$ cat src/rtl/scie_fir_pkg.sv
// Shared constants and types for the SCIE five-tap FIR custom-instruction unit.
package scie_fir_pkg;

    localparam int XLEN   = 32;
    localparam int TAPS   = 5;
    localparam int DATA_W = 16;
    localparam int FRAC   = 16;
    localparam int PROD_W = 2 * DATA_W;
    localparam int ACC_W  = 35;
    localparam int IDX_W  = 3;

    localparam logic [6:0] OP_SETC = 7'h0B;
    localparam logic [6:0] OP_PUSH = 7'h2B;
    localparam logic [6:0] OP_READ = 7'h5B;

    typedef logic [DATA_W-1:0] sample_t;
    typedef logic [DATA_W-1:0] coef_t;
    typedef logic [PROD_W-1:0] prod_t;
    typedef logic [ACC_W-1:0]  acc_t;

endpackage

$ cat src/rtl/scie_fir_mac.sv
// Registered per-tap products followed by a combinational full-precision adder tree.
module scie_fir_mac
    import scie_fir_pkg::*;
(
    input  logic                          clock,
    input  logic                          reset,
    input  logic [TAPS-1:0][DATA_W-1:0]   coef_i,
    input  logic [TAPS-1:0][DATA_W-1:0]   x_i,
    output logic [ACC_W-1:0]              sum_o
);

    prod_t prod_q [TAPS];
    prod_t prod_d [TAPS];

    generate
        for (genvar gi = 0; gi < TAPS; gi++) begin : g_tap
            assign prod_d[gi] = PROD_W'(coef_i[gi]) * PROD_W'(x_i[gi]);

            always_ff @(posedge clock or negedge reset) begin
                if (!reset) begin
                    prod_q[gi] <= '0;
                end else begin
                    prod_q[gi] <= prod_d[gi];
                end
            end
        end
    endgenerate

    // 35 bits holds five full-scale 32-bit products without overflow.
    always_comb begin
        sum_o = '0;
        for (int k = 0; k < TAPS; k++) begin
            sum_o = sum_o + ACC_W'(prod_q[k]);
        end
    end

endmodule

$ cat src/rtl/scie_fir_pipelined.sv
// SCIE-style FIR unit: opcode decode, coefficient file, delay line and registered result.
module scie_fir_pipelined
    import scie_fir_pkg::*;
(
    input  logic            clock,
    input  logic            reset,
    input  logic [XLEN-1:0] io_insn,
    input  logic [XLEN-1:0] io_rs1,
    input  logic [XLEN-1:0] io_rs2,
    input  logic            io_valid,
    output logic [XLEN-1:0] io_rd
);

    logic [TAPS-1:0][DATA_W-1:0] coef_q, coef_d;
    logic [TAPS-1:0][DATA_W-1:0] x_q, x_d;
    logic [XLEN-1:0]             rd_q, rd_d;
    acc_t                        sum;

    logic [6:0]       opcode;
    logic [IDX_W-1:0] idx;
    sample_t          operand;
    logic             unused_bits;

    assign opcode      = io_insn[6:0];
    assign idx         = io_rs2[IDX_W-1:0];
    assign operand     = io_rs1[DATA_W-1:0];
    assign unused_bits = ^{io_insn[XLEN-1:7], io_rs1[XLEN-1:DATA_W], io_rs2[XLEN-1:IDX_W]};

    always_comb begin
        coef_d = coef_q;
        x_d    = x_q;
        rd_d   = rd_q;
        if (io_valid) begin
            case (opcode)
                OP_SETC: begin
                    if (idx < IDX_W'(TAPS)) begin
                        coef_d[idx] = operand;
                    end
                end
                OP_PUSH: x_d  = {x_q[TAPS-2:0], operand};
                // The sum reflects state committed two edges ago; READ right after an update sees old data.
                OP_READ: rd_d = XLEN'(sum >> FRAC);
                default: ;
            endcase
        end
    end

    always_ff @(posedge clock or negedge reset) begin
        if (!reset) begin
            coef_q <= '0;
            x_q    <= '0;
            rd_q   <= '0;
        end else begin
            coef_q <= coef_d;
            x_q    <= x_d;
            rd_q   <= rd_d;
        end
    end

    scie_fir_mac u_mac (
        .clock  (clock),
        .reset  (reset),
        .coef_i (coef_q),
        .x_i    (x_q),
        .sum_o  (sum)
    );

    assign io_rd = rd_q;

endmodule

$ cat config.mk
export PLATFORM = sky130hd
export DESIGN_NAME = scie_fir_pipelined
export DESIGN_NICKNAME = d
export VERILOG_FILES = /design/src/rtl/scie_fir_pkg.sv /design/src/rtl/scie_fir_mac.sv /design/src/rtl/scie_fir_pipelined.sv
export SDC_FILE = /design/constraint.sdc
export NUM_CORES = 2
export LEC_CHECK = 0
export BUFFER_PORTS_ARGS = -buffer_cell sky130_fd_sc_hd__buf_2
export CAP_MARGIN = 5
export CORE_UTILIZATION = 58
export CTS_BUF_LIST = sky130_fd_sc_hd__clkbuf_2 sky130_fd_sc_hd__clkbuf_4 sky130_fd_sc_hd__clkbuf_8
export DETAILED_ROUTE_END_ITERATION = 7
export PLACE_DENSITY = 0.8
export SETUP_SLACK_MARGIN = 0.3
export SKIP_CTS_REPAIR_TIMING = 1
export SLEW_MARGIN = 20
export SYNTH_ARGS = -nofsm -noshare
export SYNTH_HDL_FRONTEND = slang
export SYNTH_HIERARCHICAL = 1
export SYNTH_SLANG_ARGS = --single-unit
$ cat constraint.sdc
create_clock -name clock -period 7.65 [get_ports clock]
set_input_delay 0.765 -clock clock [delete_from_list [all_inputs] [get_ports clock]]
set_output_delay 0.765 -clock clock [all_outputs]
set_load 0.05 [all_outputs]
* Word-level counts from Yosys, hierarchy flattened *
Cells that the tools add are included.

word-level totals
  register bits after elaboration = 339
  latch bits = 0
  bits in writable memories = 0
  memory bits (read-only) = 0
  input bits = 99
  output and inout bits = 32
  logic and storage cells = 38
  memories kept = 0

cells by class
  add/subtract/negate cells = 4
  multipliers = 5
  div/mod/pow operators = 0
  $lt $le $gt $ge = 3
  equality and inequality tests = 3
  shifts and indexed selects = 0
  muxes and demuxes = 3
  bitwise operators = 0
  reduce and logical (&&, ||, !) cells = 4

operators with widths
  cell                  count
  $mul A16 B16 Y32      5
  $bwmux W80            1
  $demux W16 S3         1
  $add A34 B32 Y35      1
  $add A35 B32 Y35      1
  $add A33 B32 Y34      1
  $add A32 B32 Y33      1
  $mux W16              1
  $eq A7 B4 Y1 const B  1
  $eq A7 B6 Y1 const B  1
  $eq A7 B7 Y1 const B  1
  $lt A3 B4 Y1 const B  1
  $reduce_and A2 Y1     2
  $ge A3 B1 Y1 const B  1
  $lt A3 B3 Y1 const B  1
  $reduce_and A3 Y1     1
  $logic_and A1 B1 Y1   1

* Longest topological paths before layout *
  depth in word-level cells = 5
  gate-level depth with buffers = 25
  mapped depth without buffers = 24

* Cells and area by module *
Netlist, hierarchy kept.

by module, submodules not included
  module              times used  cells an instance  area an instance (um^2)  seq. area each (um^2)
  scie_fir_mac        1           5558               50691.1                  4003.8
  scie_fir_pipelined  1           406                6975.4                   4479.3

* Least setup slack after synthesis *
No wires, ideal clock.

  path kind = register -> register
  start point = reg x_q[39] (netlist bit)
  end point = reg u_mac/prod_q[93] (netlist bit)
  setup time = 0.080 ns
  arrival time = 5.986 ns
  data required time = 7.570 ns
  setup slack = 1.584 ns
  stages on the path, launching flop included = 24
  buffers on the path = 1
  clock period less this slack = 6.066 ns
  path through = dfrtp_1 -> clkbuf_1 -> nand2_1 -> fa_1 -> inv_1 -> fa_1 -> inv_1 -> fa_1 -> inv_1 -> fa_1 -> fa_1 -> inv_1 -> fa_1 -> inv_1 -> ha_1 -> and2_0 -> a221o_1 -> a211oi_1 -> o31a_1 -> o211ai_1 -> a31oi_1 -> o21bai_1 -> a21oi_1 -> xnor2_1

RTL lines
  what                             RTL line                  text
  from (decl)                      scie_fir_pipelined.sv:15  logic [TAPS-1:0][DATA_W-1:0] x_q, x_d;
  from (signal assigned)           scie_fir_pipelined.sv:51  x_q <= '0;
  from (signal assigned)           scie_fir_pipelined.sv:55  x_q <= x_d;
  to (signal, indexed assignment)  scie_fir_mac.sv:23        prod_q[gi] <= prod_d[gi];
  to (decl)                        scie_fir_mac.sv:12        prod_t prod_q [TAPS];

==> impl_metrics.yaml <==
cells_and_area:
  syn_to_final_growth_pct: 4.56
  drive_gt1_frac: 0.0668
  nNetsFinal: 7603
  nFillCells: 7951
timing:
  drv_slew: 0
  tightest_slew_ns: 1.09
  rsz0062_at_grt: "no"
  post-route-min-period_ns: 6.80
  timing.fmax_mhz: 147
  setup_tns_ns: 0
  fin_ws_ns: 0.854
  fin_hold_ws_ns: 0.0513
  post-route-period-util: 0.888
  finalSetupViolCount: 0
  finClkSkew_ns: 0.0309
  timing.slew.headroom: 0.274
  hold_viol_final: 0
critical_path:
  critPathMaxFanout: 17
  r2r_end: "u_mac/prod_q[93]"
  critPathLaunchType: "flip-flop"
  critPathTopFamily: "adder cells"
  r2r_slack_ns: 0.85
  regToRegStartpoint: "coef_q[38]"
  cp.arrival_ns: 7.42
  critical_path_buf_inv_count: 5
  cp-endpoint: "u_mac/prod_q[93]"
  path_depth: 22
  reg2reg_depth: 22
  cpMostUsedCell: "fa_1"
  startpoint: "coef_q[38]"
  cpMaxStageDelayCell: "dfrtp_1"
  crit_type: "flip-flop to flip-flop"
  crit_chain: "nand2_1 -> fa_1 -> inv_1 -> fa_1 -> inv_1 -> fa_1 -> inv_1 -> fa_1 -> fa_1 -> inv_1 -> fa_1 -> inv_1 -> ha_1 -> and2_0 -> a221o_1 -> a211oi_1 -> o31a_1 -> o211ai_1 -> a31oi_1 -> o21bai_1 -> a21oi_1 -> xnor2_1"
  cp_slowest_stage_delay_ns: 0.87
  cp-end-kind: "flip-flop"
  critical_path_required_ns: 8.27
logic_synthesis:
  yosys_warnings: 6
  syn_inst: 5932
  syn-cell-area_um2: 57500
  syn_avg_cell_area_um2: 9.69
clock_tree:
  htreeDepth: 2
  cts_root_buf: "clkbuf_8"
  clkTransAtPathRegs_ns: 0.06
  cts_sinks: 339
  clk_latency_ns: 0.70
  numCtsBuffers: 56
  cts_tree: "done"
  clk_path_buf_depth: 3
drt:
  drtPass1Iterations: 6
  routed_wl_um: 144000
  drtIter0Drc: 2729
  vias: 41000
  wl_met1_um: 58800
  vias_per_cell: 5.68
  wl_per_cell_um: 20.0
  top_layer_used: "met5"
  met3_length_um: 10900
  drc_errors: 0
  met2WireLength_um: 68800
  ant_nets: 0
placed_design:
  post-place-ws_ns: 0.967
  io_buffers: 47
  routabilityCongestion: 0.909
  hpwl_um: 113000
floorplanning:
  die_h_um: 317
  num_rows: 115
  die_area_um2: 100000
  ios: 131
  initial_core_util: 0.585
  coreArea_um2: 98300
  die_w_um: 317
global_route:
  grt_pass1_wl_um: 231000
  grt_max_degree: 182
  grt-ovfl-total: 0
  track_usage: 0.298
  antenna_found_initial: 11
  grt_pass1_vias: 43800
job:
  maxCapViolations: 0
worst_hold_path:
  min_path_type: "input port to async pin"
power:
  total_power_w: 0.00391
  peakVddDrop_mv: 0.117
  cellLeakagePower_nw: 33.1
  p_per_area_nw_per_um2: 65.1
status:
  status: "finished clean"
## area by class of cell
| class | instances | area, um^2 | area share |
|---|---|---|---|
| flip-flops and latches | 339 | 8480 | 0.141 |
| inverters | 1213 | 4550 | 0.0758 |
| repair buffers | 94 | 611 | 0.0102 |
| diodes | 8 | 20.0 | 0.000333 |
| clock buffers | 79 | 1020 | 0.0171 |
| clock inverters | 20 | 219 | 0.00364 |
| well taps | 1287 | 1610 | 0.0268 |
| multi-input cells | 4181 | 43600 | 0.725 |
## report_power, final
| part | switching [W] | internal, W | total [W] |
|---|---|---|---|
| clock network | 0.000813 | 0.00100 | 0.00181 |
| logic | 0.000144 | 0.0000533 | 0.000197 |
| registers | 0.0000905 | 0.00181 | 0.00190 |
| total | 0.00105 | 0.00287 | 0.00391 |
## cell usage in the layout, fill, tap and decap left out, drive strengths merged, types with 13 or more instances in the layout
| cell type | count |
|---|---|
| and2 | 611 |
| conb | 13 |
| nor3 | 39 |
| nor2 | 94 |
| xor2 | 53 |
| a21oi | 161 |
| o21ai | 96 |
| a211oi | 19 |
| a31oi | 17 |
| o21bai | 20 |
| clkbuf | 79 |
| fa | 1036 |
| buf | 94 |
| nand3 | 36 |
| mux2 | 180 |
| nand2b | 18 |
| xnor2 | 125 |
| nor2b | 18 |
| o21a | 27 |
| ha | 583 |
| a21o | 106 |
| dfrtp | 339 |
| inv | 1216 |
| nand4 | 16 |
| nand2 | 752 |
| and3 | 18 |
## per-layer routing
metal	global-route usage	vias up
met5	0	-
li1	-	18100
met3	0.0533	350
met1	0.392	20900
met2	0.492	1638
met4	0.116	6
## sequential cells by signal, indices dropped and copies added (netlist names)
register	flops
u_mac/prod_q	160
x_q	80
coef_q	80
io_rd	19
## how the worst min path moves through the flow
stage	startpoint	end	slack (ns)	depth (start not counted)
finish	reset	io_rd[11]	0.05	1
detailed placement	io_rd[8]	io_rd[8]	0.48	1
CTS	reset	u_mac/prod_q[18]	0.06	1
global route	reset	io_rd[13]	0.1	1
floorplan	reset	coef_q[0]	0.47	0
global placement	io_rd[16]	io_rd[16]	0.47	1
## per-stage QoR
step / area (um^2) / std cells / util
after floorplan: 57500 / 5944 / -
after global placement: 58800 / 7114 / 0.599
after detailed placement: 58800 / 7114 / 0.599
after CTS: 60100 / 7213 / 0.611
after global routing: 60100 / 7214 / 0.611
final: 60100 / 7221 / 0.611
(Power assumes the default switching activity.)
